**src/rtl/bp_fe_ras_ckpt.sv**
```systemverilog
// rtl/bp_fe_ras_ckpt.sv - return address stack with checkpoint/restore; optional top repair under BP_FE_RAS_CKPT_TOP_EN
module bp_fe_ras_ckpt #(
    parameter int vaddr_width_p = 39,
    parameter int ras_els_p     = 8,
    localparam int ptr_width_lp = $clog2(ras_els_p),
    localparam int cnt_width_lp = $clog2(ras_els_p + 1),
`ifdef BP_FE_RAS_CKPT_TOP_EN
    localparam int ckpt_width_lp = vaddr_width_p + cnt_width_lp + ptr_width_lp
`else
    localparam int ckpt_width_lp = cnt_width_lp + ptr_width_lp
`endif
) (
    input  logic                     clk_i,
    input  logic                     reset_n_i,
    input  logic                     call_i,
    input  logic                     return_i,
    input  logic [vaddr_width_p-1:0] addr_i,
    output logic [vaddr_width_p-1:0] tgt_o,
    output logic                     v_o,
    output logic [ckpt_width_lp-1:0] ckpt_o,
    input  logic                     restore_v_i,
    input  logic [ckpt_width_lp-1:0] restore_ckpt_i,
    output logic                     full_o
);

    localparam logic [cnt_width_lp-1:0] full_cnt_lp = cnt_width_lp'(ras_els_p);

    logic [vaddr_width_p-1:0] mem [ras_els_p];
    logic [ptr_width_lp-1:0]  ptr, ptr_n, waddr;
    logic [cnt_width_lp-1:0]  cnt, cnt_n;
    logic [vaddr_width_p-1:0] wdata;
    logic                     we;

    logic [ptr_width_lp-1:0]  rptr;
    logic [cnt_width_lp-1:0]  rcnt;

    assign rptr = restore_ckpt_i[ptr_width_lp-1:0];
    assign rcnt = restore_ckpt_i[ptr_width_lp +: cnt_width_lp];

    assign tgt_o  = mem[ptr];
    assign v_o    = (cnt != '0);
    assign full_o = (cnt == full_cnt_lp);
`ifdef BP_FE_RAS_CKPT_TOP_EN
    assign ckpt_o = {mem[ptr], cnt, ptr};
`else
    assign ckpt_o = {cnt, ptr};
`endif

    always_comb begin
        ptr_n = ptr;
        cnt_n = cnt;
        we    = 1'b0;
        waddr = ptr;
        wdata = addr_i;
        if (restore_v_i) begin
            // Any call/return in the same cycle belongs to the squashed path.
            ptr_n = rptr;
            cnt_n = (rcnt > full_cnt_lp) ? full_cnt_lp : rcnt;
`ifdef BP_FE_RAS_CKPT_TOP_EN
            we    = 1'b1;
            waddr = rptr;
            wdata = restore_ckpt_i[ckpt_width_lp-1 -: vaddr_width_p];
`endif
        end else if (call_i && return_i) begin
            we    = 1'b1;
            cnt_n = (cnt == '0) ? cnt_width_lp'(1) : cnt;
        end else if (call_i) begin
            // Full stack wraps onto the oldest entry; count saturates.
            ptr_n = ptr + ptr_width_lp'(1);
            waddr = ptr + ptr_width_lp'(1);
            we    = 1'b1;
            cnt_n = full_o ? cnt : cnt + cnt_width_lp'(1);
        end else if (return_i && v_o) begin
            ptr_n = ptr - ptr_width_lp'(1);
            cnt_n = cnt - cnt_width_lp'(1);
        end
    end

    always_ff @(posedge clk_i or negedge reset_n_i) begin
        if (!reset_n_i) begin
            ptr <= '0;
            cnt <= '0;
            for (int i = 0; i < ras_els_p; i++) begin
                mem[i] <= '0;
            end
        end else begin
            ptr <= ptr_n;
            cnt <= cnt_n;
            if (we) begin
                mem[waddr] <= wdata;
            end
        end
    end

endmodule
```
**config.mk**
```make
export PLATFORM = sky130hd
export DESIGN_NAME = bp_fe_ras_ckpt
export DESIGN_NICKNAME = d
export VERILOG_FILES = /design/src/rtl/bp_fe_ras_ckpt.sv
export SDC_FILE = /design/constraint.sdc
export NUM_CORES = 1
export LEC_CHECK = 0
export ABC_AREA = 1
export CAP_MARGIN = 15
export CORE_ASPECT_RATIO = 0.5
export CORE_MARGIN = 3
export CORE_UTILIZATION = 50
export CTS_BUF_LIST = sky130_fd_sc_hd__clkbuf_8 sky130_fd_sc_hd__clkbuf_16
export DETAILED_ROUTE_END_ITERATION = 8
export PLACE_DENSITY = 0.79
export SYNTH_ARGS = -nofsm -noshare
export SYNTH_HDL_FRONTEND = slang
export SYNTH_SLANG_ARGS = --single-unit
export TNS_END_PERCENT = 30
```
**constraint.sdc**
```tcl
create_clock -name clk_i -period 2.38 [get_ports clk_i]
set_input_delay 0.238 -clock clk_i [delete_from_list [all_inputs] [get_ports clk_i]]
set_output_delay 0.238 -clock clk_i [all_outputs]
set_load 0.01 [all_outputs]
```
==> metrics.sh, run 1 <==
SYNTH.NET_COUNT=2124
CLOCKROOTBUFFER='sky130_fd_sc_hd__clkbuf_16'
SYNTHESIS.AREA_PER_INSTANCE_UM2=7.54
TOTAL_CTS_BUFFERS=30
HOLD_PATH_CLASS='in2async'
IO_BUFFERS=98
REGTOREGSETUPSLACK_PS=30
SETUP_TNS_PS=-28.8
SYN_TO_FINAL_GROWTH_PCT=20.2
FINALCRITPERIODSHARE_PCT=100
CAP_VIOL_MAX_COUNT=0
GRT_PASS1_VIAS=14200
POST_SYNTHESIS_SHARE_OF_CELL_AREA_SPENT_ON_FULL_ADDERS_HALF_ADDERS_AND_MAJORITY_GATES_PCT=0.449
PLACED_CELL_AREA_UM2=17100
REPORT.FINAL.SETUP_VIOL=4
CP-END-KIND='output pin'
CLOCK_LATENCY_PS=570
FMAXACHIEVABLE_MHz=418
GRT_USAGE_PCT=28.3
DIEHEIGHT_UM=131
ANTENNA_VIOLATING_NETS_POST_ROUTE=0
SYNTH_XOR_XNOR_AREA_SHARE_PCT=0.281
SYNTH_COMPOUND_AREA_SHARE_PCT=8.58
CRIT_FANOUT=10
FAILED_CHECKS='negative setup slack'
DETAIL_ROUTE.VIAS_PER_CELL=5.74
CTS_NUM_SINKS=319
GRT_ANTENNA_BEFORE_REPAIR=0
IO-PIN-COUNT=99
SYN_AREA_UM2=15600
SYNTH.YOSYS.WARNINGS=0
PEAKVDDDROP_mV=0.639
SYNTH_MUX_AREA_SHARE_PCT=0
FINISH.INSTANCE_AREA_UM2=18700
POST_ROUTE_CELLS_DRIVE_ABOVE_1_SHARE_PCT=11.1
DRT_DRC_VIOLATIONS_LEFT=0
CRITPATHKIND='reg2out'
SYN_INST=2068
SYNTHDISTINCTLIBCELLS=28
DIE-AREA_UM2=33500
GLOBALROUTE.TOTALOVERFLOW=0
R2R_START='ptr[0]$_DFFE_PN0P_'
GLOBAL_ROUTE_WIRE_LENGTH_BEFORE_REPAIR_UM=76200
FINALWEIGHTEDCONGESTION=0.853
CP_DATA_REQUIRED_TIME_PS=2140
LAYOUT.FILLER_CELLS=2507
HTREE_LEVELS=1
NETS=2163
GRT_START_MAX_NET_PINS=88
FLOORPLAN.INITIALDENSITY_PCT=51.1
CLOCK_TREE.BUFFER_DEPTH=3
FINAL_TOTAL_PWR_uW=22600
WORSTMARGINPINSLEW_PS=483
DRT_ITER0_MARKERS=1642
CELLLEAKAGEPOWER_uW=0.00963
SLEW_VIOLS_FINAL=0
ANTENNA-DIODE-COUNT=0
SYNTH_SEQ_AREA_SHARE_PCT=51.2
SYNTH-SIMPLE-AREA-SHARE_PCT=33.2
PATH_CLK_SLEW_PS=60
ROUTEDWLPERCELL_UM=18.7
HPWL_AFTER_DETAILED_PLACEMENT_UM=27100
OUTCOME='complete, but fails checks'
HOLD_VIOLATIONS=0
CLOCK_SKEW_PS=9.45
SYNTH_TOP_FAMILY_BY_AREA='simple AND/OR/NAND/NOR gates'
SYNTH_SEQ_CELLS=319
POWER-PER-CELL-AREA_nW_PER_UM2=1210
DIE_WIDTH_UM=256
AREA_OF_THE_CORE_UM2=30500
FINALWORSTPATHREQUIREDPERIOD_PS=2390
CRITICAL_PATH.STARTPOINT_TYPE='flop'
CRITPATHARRIVALTIME_PS=2150
WORSTREGTOREGCELLS=12
FINAL.SETUP.WORST_SLACK_PS=-11.3
TRITONCTS_CLOCK_TREE='done'
DETAIL_ROUTE.WIRELENGTH_UM=47700
DETAILEDROUTE.FIRSTPASSITERATIONCOUNT=6
DETAILROUTE.VIA_COUNT=14700
GRT_SETUP_UNREPAIRED='yes'
TIMING.SLEW.HEADROOM_PCT=67.8
PLACEMENTROWS=45
RR_ENDPOINT='mem[117]$_DFFE_PN0P_'
==> logic make-up after synthesis <==
| logic type | after synthesis |
|---|---|
| fa+ha+maj | 5 |
| simple gates | 1294 |
| xor+xnor | 5 |
| buf+inv | 198 |
| flops | 319 |
| compound gates | 247 |
==> synth_stat cells <==
cell / n / share of area [%]
sky130_fd_sc_hd__nor2_8: 2 / 0.26
sky130_fd_sc_hd__buf_2: 66 / 2.1
sky130_fd_sc_hd__clkbuf_1: 66 / 1.6
sky130_fd_sc_hd__nor2_2: 5 / 0.20
sky130_fd_sc_hd__buf_4: 21 / 1.0
sky130_fd_sc_hd__o22ai_1: 78 / 3.1
sky130_fd_sc_hd__nor2_4: 2 / 0.14
sky130_fd_sc_hd__nand2_1: 942 / 23
sky130_fd_sc_hd__nor2_1: 162 / 3.9
sky130_fd_sc_hd__fa_1: 1 / 0.13
sky130_fd_sc_hd__o21ai_1: 5 / 0.16
sky130_fd_sc_hd__nand3_1: 168 / 5.4
sky130_fd_sc_hd__inv_1: 15 / 0.36
sky130_fd_sc_hd__clkbuf_2: 9 / 0.29
sky130_fd_sc_hd__xnor2_1: 1 / 0.056
sky130_fd_sc_hd__nand2_2: 7 / 0.28
sky130_fd_sc_hd__buf_6: 8 / 0.58
sky130_fd_sc_hd__nand2_4: 1 / 0.072
sky130_fd_sc_hd__buf_1: 11 / 0.26
sky130_fd_sc_hd__or2_2: 1 / 0.040
sky130_fd_sc_hd__inv_2: 2 / 0.048
sky130_fd_sc_hd__nand3_2: 4 / 0.26
sky130_fd_sc_hd__a21oi_1: 2 / 0.064
sky130_fd_sc_hd__o21ai_0: 161 / 5.2
sky130_fd_sc_hd__xor2_1: 4 / 0.22
sky130_fd_sc_hd__o221ai_1: 1 / 0.056
sky130_fd_sc_hd__ha_1: 4 / 0.32
sky130_fd_sc_hd__dfrtp_1: 319 / 51
==> how the worst max path moves through the flow <==
stage                           endpoint               start  slack [ps]
floorplan           mem[145]$_DFFE_PN0P_  ptr[0]$_DFFE_PN0P_           5
CTS                            tgt_o[38]  ptr[0]$_DFFE_PN0P_        -130
detailed placement  mem[142]$_DFFE_PN0P_         restore_v_i         110
finish                         tgt_o[20]  ptr[0]$_DFFE_PN0P_         -10
global route                   tgt_o[30]  ptr[0]$_DFFE_PN0P_         -90
global placement    mem[168]$_DFFE_PN0P_              call_i         160
==> worst max-delay path, stage by stage, from the launching register on <==
cell	delay (ps)
sky130_fd_sc_hd__dfrtp_4	540
sky130_fd_sc_hd__inv_12	100
sky130_fd_sc_hd__buf_12	150
sky130_fd_sc_hd__buf_12	120
sky130_fd_sc_hd__buf_16	120
sky130_fd_sc_hd__nor2_1	40
sky130_fd_sc_hd__o22ai_1	160
sky130_fd_sc_hd__nand2_1	110
sky130_fd_sc_hd__nand2_2	110
sky130_fd_sc_hd__buf_6	110
==> where the power goes <==
group	internal, uW	leakage [uW]	switching, uW
clock	2940	0.000545	2110
combinational	3350	0.00504	4840
sequential	7940	0.00404	1440
==> sequential cells by signal, indices dropped and copies added, names as in the netlist <==
register,cells
mem,312
cnt,4
ptr,3
==> metrics by stage <==
stage	util [%]	setup WS (ps)	cells	hold WS (ps)
after floorplan	-	4.98	2068	-57.6
after global placement	56.0	162	2474	170
after detailed placement	56.0	114	2474	170
after CTS	60.9	-134	2549	175
after global routing	61.4	-85.0	2553	206
final	61.4	-11.3	2553	175
==> routing by layer <==
| metal | track usage, % | vias up | routed length [um] |
|---|---|---|---|
| li1 | - | 6678 | - |
| met1 | 38.3 | 7019 | 19700 |
| met2 | 46.1 | 827 | 21600 |
| met3 | 6.61 | 132 | 5110 |
| met4 | 8.50 | 0 | 1350 |
| met5 | 0 | - | 0 |
==> what timing repair did <==
item / CTS / global route
hold buffers: 1 / 0
buffers inserted: 9 / 3
pin swaps: 8 / 20
resized for setup: 180 / 72
gates cloned: 11 / 2
endpoints found under the setup margin: 39 / 54
hold endpoints to repair: 97 / 0
==> layout by cell type, fill, tap and decap left out, types with 5 or more instances in the layout <==
cell / instances
sky130_fd_sc_hd__buf_12: 31
sky130_fd_sc_hd__buf_16: 16
sky130_fd_sc_hd__buf_2: 23
sky130_fd_sc_hd__buf_4: 30
sky130_fd_sc_hd__buf_6: 11
sky130_fd_sc_hd__buf_8: 5
sky130_fd_sc_hd__clkbuf_16: 33
sky130_fd_sc_hd__clkbuf_8: 5
sky130_fd_sc_hd__clkdlybuf4s50_1: 58
sky130_fd_sc_hd__clkinv_2: 5
sky130_fd_sc_hd__dfrtp_1: 316
sky130_fd_sc_hd__inv_1: 20
sky130_fd_sc_hd__nand2_1: 931
sky130_fd_sc_hd__nand2_2: 18
sky130_fd_sc_hd__nand3_1: 168
sky130_fd_sc_hd__nor2_1: 148
sky130_fd_sc_hd__nor2_2: 13
sky130_fd_sc_hd__nor2_4: 8
sky130_fd_sc_hd__o21ai_0: 129
sky130_fd_sc_hd__o21ai_1: 29
sky130_fd_sc_hd__o21ai_2: 7
sky130_fd_sc_hd__o22ai_1: 77
==> final cells by class <==
| cell class | instances | area, um2 | area share, % |
|---|---|---|---|
| clock inverters | 19 | 193 | 1.03 |
| repair buffers | 188 | 2330 | 12.4 |
| flip-flops and latches | 319 | 7990 | 42.6 |
| multi-input cells | 1551 | 6780 | 36.2 |
| well taps | 423 | 529 | 2.82 |
| clock buffers | 36 | 845 | 4.51 |
| inverters | 17 | 78.8 | 0.421 |
Note: power is estimated with default switching activity, not from simulation.
==> run 2: changes to the inputs <==
- CAP_MARGIN: 15 -> 25
- REMOVE_ABC_BUFFERS: not set -> 1
- SETUP_SLACK_MARGIN: not set -> 0.02
==> metrics.sh, run 2 (synthesis results as in run 1) <==
OUTCOME='complete, but fails checks'  # unchanged
FAILED_CHECKS='negative setup slack'  # unchanged
CRIT_FANOUT=13  # was 10
CRITICAL_PATH.TOP_DELAY_FAMILY='buffers and inverters'  # unchanged
TRITONCTS_CLOCK_TREE='done'  # unchanged
NETS=2203  # was 2163
HTREE_LEVELS=1  # unchanged
FINAL.SETUP.WORST_SLACK_PS=-156  # was -11.3 ps
TOTAL_CTS_BUFFERS=30  # unchanged
R2R_START='ptr[0]$_DFFE_PN0P_'  # unchanged
INSTANCES_NO_FILL=2592  # was 2553
NET-SWITCHING-POWER_uW=9190  # was 8400 uW
TIMING.CRITICAL_PATH.TO='tgt_o[16]'  # was tgt_o[20]
SETUP_TNS_PS=-1690  # was -28.8 ps
AREA.SEQUENTIAL_UM2=7990  # unchanged
CRIT_CELLS=9  # unchanged
WORSTMARGINPINSLEW_PS=527  # was 483 ps
CRITPATHKIND='reg2out'  # unchanged
DETAIL_ROUTE.VIAS_PER_CELL=6.06  # was 5.74
HOLD_PATH_CLASS='in2async'  # unchanged
SLEW_VIOLS_FINAL=0  # unchanged
CELLLEAKAGEPOWER_uW=0.00999  # was 0.00963 uW
DIE-AREA_UM2=33500  # unchanged
WORSTSETUPSTARTPOINT='ptr[0]$_DFFE_PN0P_'  # unchanged
GLOBALROUTE.TOTALOVERFLOW=0  # unchanged
CLOCK_LATENCY_PS=580  # was 570 ps
DETAILEDROUTE.FIRSTPASSITERATIONCOUNT=6  # unchanged
FINALWORSTPATHREQUIREDPERIOD_PS=2540  # was 2390 ps
AREA_OF_THE_CORE_UM2=30500  # unchanged
CLOCKROOTBUFFER='sky130_fd_sc_hd__clkbuf_16'  # unchanged
CRITICAL_PATH_BUF_INV_COUNT=5  # unchanged
DIEHEIGHT_UM=131  # unchanged
SHARE_COMB_OF_TOTAL_POWER_PCT=38.8  # was 36.2%
GRT_PASS1_VIAS=14400  # was 14200
FINALCRITPERIODSHARE_PCT=107  # was 100%
NUMPLACEDINSTANCES=2474  # unchanged
CAP_VIOL_MAX_COUNT=0  # unchanged
FLOORPLAN.INITIALDENSITY_PCT=51.1  # unchanged
WORST_HOLD_SLACK_PS=206  # was 175 ps
PLACEMENTROWS=45  # unchanged
LARGEST_REG_FLOPS=312  # unchanged
SEQ_POWER_SHARE_PCT=40.3  # was 41.5%
MOSTFREQUENTLAYOUTCELL='sky130_fd_sc_hd__nand2_1'  # unchanged
GRT_USAGE_PCT=29.2  # was 28.3%
FMAXACHIEVABLE_MHz=394  # was 418 MHz
ROUTEDWLPERCELL_UM=22.0  # was 18.7 um
TIMING.CRITICAL_PATH.SLOWEST_STAGE_CELL='sky130_fd_sc_hd__dfrtp_4'  # unchanged
DIE_WIDTH_UM=256  # unchanged
CRITICAL_PATH.STARTPOINT_TYPE='flop'  # unchanged
CP-END-KIND='output pin'  # unchanged
LARGEST_REGISTER='mem'  # unchanged
AREA_OF_THE_MULTI_INPUT_GATES_UM2=6900  # was 6780 um2
PLACED_CELL_AREA_UM2=17100  # about the same
REPORT.FINAL.SETUP_VIOL=24  # was 4
IO-PIN-COUNT=99  # unchanged
CLOCK_TREE.BUFFER_DEPTH=3  # unchanged
HPWL_AFTER_DETAILED_PLACEMENT_UM=26600  # was 27100 um
HOLD_VIOLATIONS=0  # unchanged
CRITICAL-PATH-TOP-CELL-BY-COUNT='sky130_fd_sc_hd__nand2_1'  # was sky130_fd_sc_hd__buf_12
DRT_ITER0_MARKERS=2343  # was 1642
IO_BUFFERS=98  # unchanged
PEAKVDDDROP_mV=0.642  # was 0.639 mV
CRIT_CHAIN='inv_12 > buf_16 > buf_6 > clkbuf_16 > nor2_1 > o22ai_1 > nand2_1 > nand2_1 > buf_2'  # was inv_12 > buf_12 > buf_12 > buf_16 > nor2_1 > o22ai_1 > nand2_1 > nand2_2 > buf_6
LARGESTREGISTERS='mem: 312 flops, cnt: 4 flops, ptr: 3 flops'  # unchanged
GLOBAL_ROUTE_WIRE_LENGTH_BEFORE_REPAIR_UM=77900  # was 76200 um
PATH_CLK_SLEW_PS=70  # was 60 ps
CP_DATA_REQUIRED_TIME_PS=2140  # about the same
GRT_SETUP_UNREPAIRED='yes'  # unchanged
NETSWITCHINGFRACTION_PCT=38.9  # was 37.1%
DETAILROUTE.VIA_COUNT=15700  # was 14700
LAYOUT.FILLER_CELLS=2333  # was 2507
DRT_DRC_VIOLATIONS_LEFT=0  # unchanged
INTERNAL_POWER_uW=14400  # was 14200 uW
POWER-PER-CELL-AREA_nW_PER_UM2=1210  # about the same
PLACE_WORST_SETUP_SLACK_PS=154  # was 114 ps
CRITPATHARRIVALTIME_PS=2300  # was 2150 ps
RR_ENDPOINT='mem[129]$_DFFE_PN0P_'  # was mem[117]$_DFFE_PN0P_
SHARE_OF_POWER_BURNED_IN_THE_CLOCK_NETWORK_PCT=20.9  # was 22.3%
CRITICAL-PATH-MAX-STAGE-DELAY_PS=560  # was 540 ps
CTS_NUM_SINKS=319  # unchanged
FINISH.INSTANCE_AREA_UM2=19500  # was 18700 um2
GRT_ANTENNA_BEFORE_REPAIR=2  # was 0
ANTENNA_VIOLATING_NETS_POST_ROUTE=0  # unchanged
POST_ROUTE_CELLS_DRIVE_ABOVE_1_SHARE_PCT=13.6  # was 11.1%
FINALWEIGHTEDCONGESTION=0.837  # was 0.853
SYN_TO_FINAL_GROWTH_PCT=25.1  # was 20.2%
REGTOREGSETUPSLACK_PS=-20  # was 30 ps
DETAIL_ROUTE.WIRELENGTH_UM=57100  # was 47700 um
LEADING_CELL_TYPES_IN_THE_LAYOUT_FILL_AND_TAPS_EXCLUDED='sky130_fd_sc_hd__nand2_1 (929), sky130_fd_sc_hd__dfrtp_1 (316), sky130_fd_sc_hd__nand3_1 (168)'  # was sky130_fd_sc_hd__nand2_1 (931), sky130_fd_sc_hd__dfrtp_1 (316), sky130_fd_sc_hd__nand3_1 (168)
CLOCK_SKEW_PS=7.62  # was 9.45 ps
GRT_START_MAX_NET_PINS=63  # was 88
WORSTREGTOREGCELLS=11  # was 12
TIMING.SLEW.HEADROOM_PCT=64.8  # was 67.8%
[run 2: what timing repair did]
| item | CTS | global route |
|---|---|---|
| pin swaps | 10 | 41 |
| gates resized for setup | 210 | 109 |
| setup buffers | 13 | 19 |
| hold buffers | 1 | 0 |
| setup endpoints to repair | 39 | 345 |
| gates cloned | 11 | 22 |
| hold endpoints to repair | 56 | 0 |
[run 2: how the worst min path moves through the flow]
stage                                       to  slack (ps)
final                     mem[135]$_DFFE_PN0P_         210
after detailed placement  mem[279]$_DFFE_PN0P_         220
after global routing        mem[3]$_DFFE_PN0P_         250
after floorplan             cnt[0]$_DFFE_PN0P_         -60
after global placement      mem[3]$_DFFE_PN0P_         210
after CTS                   mem[3]$_DFFE_PN0P_         220
[run 2: cell type report]
type,instances,share of cell area [%]
multi-input combinational,1551,35.4
antenna,1,0.0128
timing repair buffer,228,15.4
clock buffer,38,4.47
clock inverter,15,0.661
sequential,319,41.0
tap,423,2.71
inverter,17,0.391
[run 2: metal layers]
| metal | up-vias | wire length, um | track usage, % | part of all wire (%) |
|---|---|---|---|---|
| li1 | 6763 | - | - | - |
| met1 | 7362 | 20300 | 37.7 | 36 |
| met4 | 4 | 3450 | 11.2 | 6.0 |
| met5 | - | 24 | 0 | 0.042 |
| met3 | 365 | 8190 | 7.30 | 14 |
| met2 | 1202 | 25200 | 48.3 | 44 |
[run 2: stage by stage]
stage,utilization [%],total power [uW]
2_1_floorplan,-,13600
3_3_place_gp,55.9,16600
3_5_place_dp,55.9,16900
4_1_cts,61.0,22200
5_1_grt,63.9,24800
6_report,63.9,23600
[run 2: power by group through the flow]
| stage | registers [uW] | clock network [uW] | logic [uW] |
|---|---|---|---|
| after global routing | 9740 | 5170 | 9920 |
| after global placement | 9240 | 0 | 7340 |
| after floorplan | 9140 | 0 | 4490 |
| after CTS | 9320 | 4920 | 7950 |
| after detailed placement | 9310 | 0 | 7580 |
| final | 9510 | 4940 | 9160 |
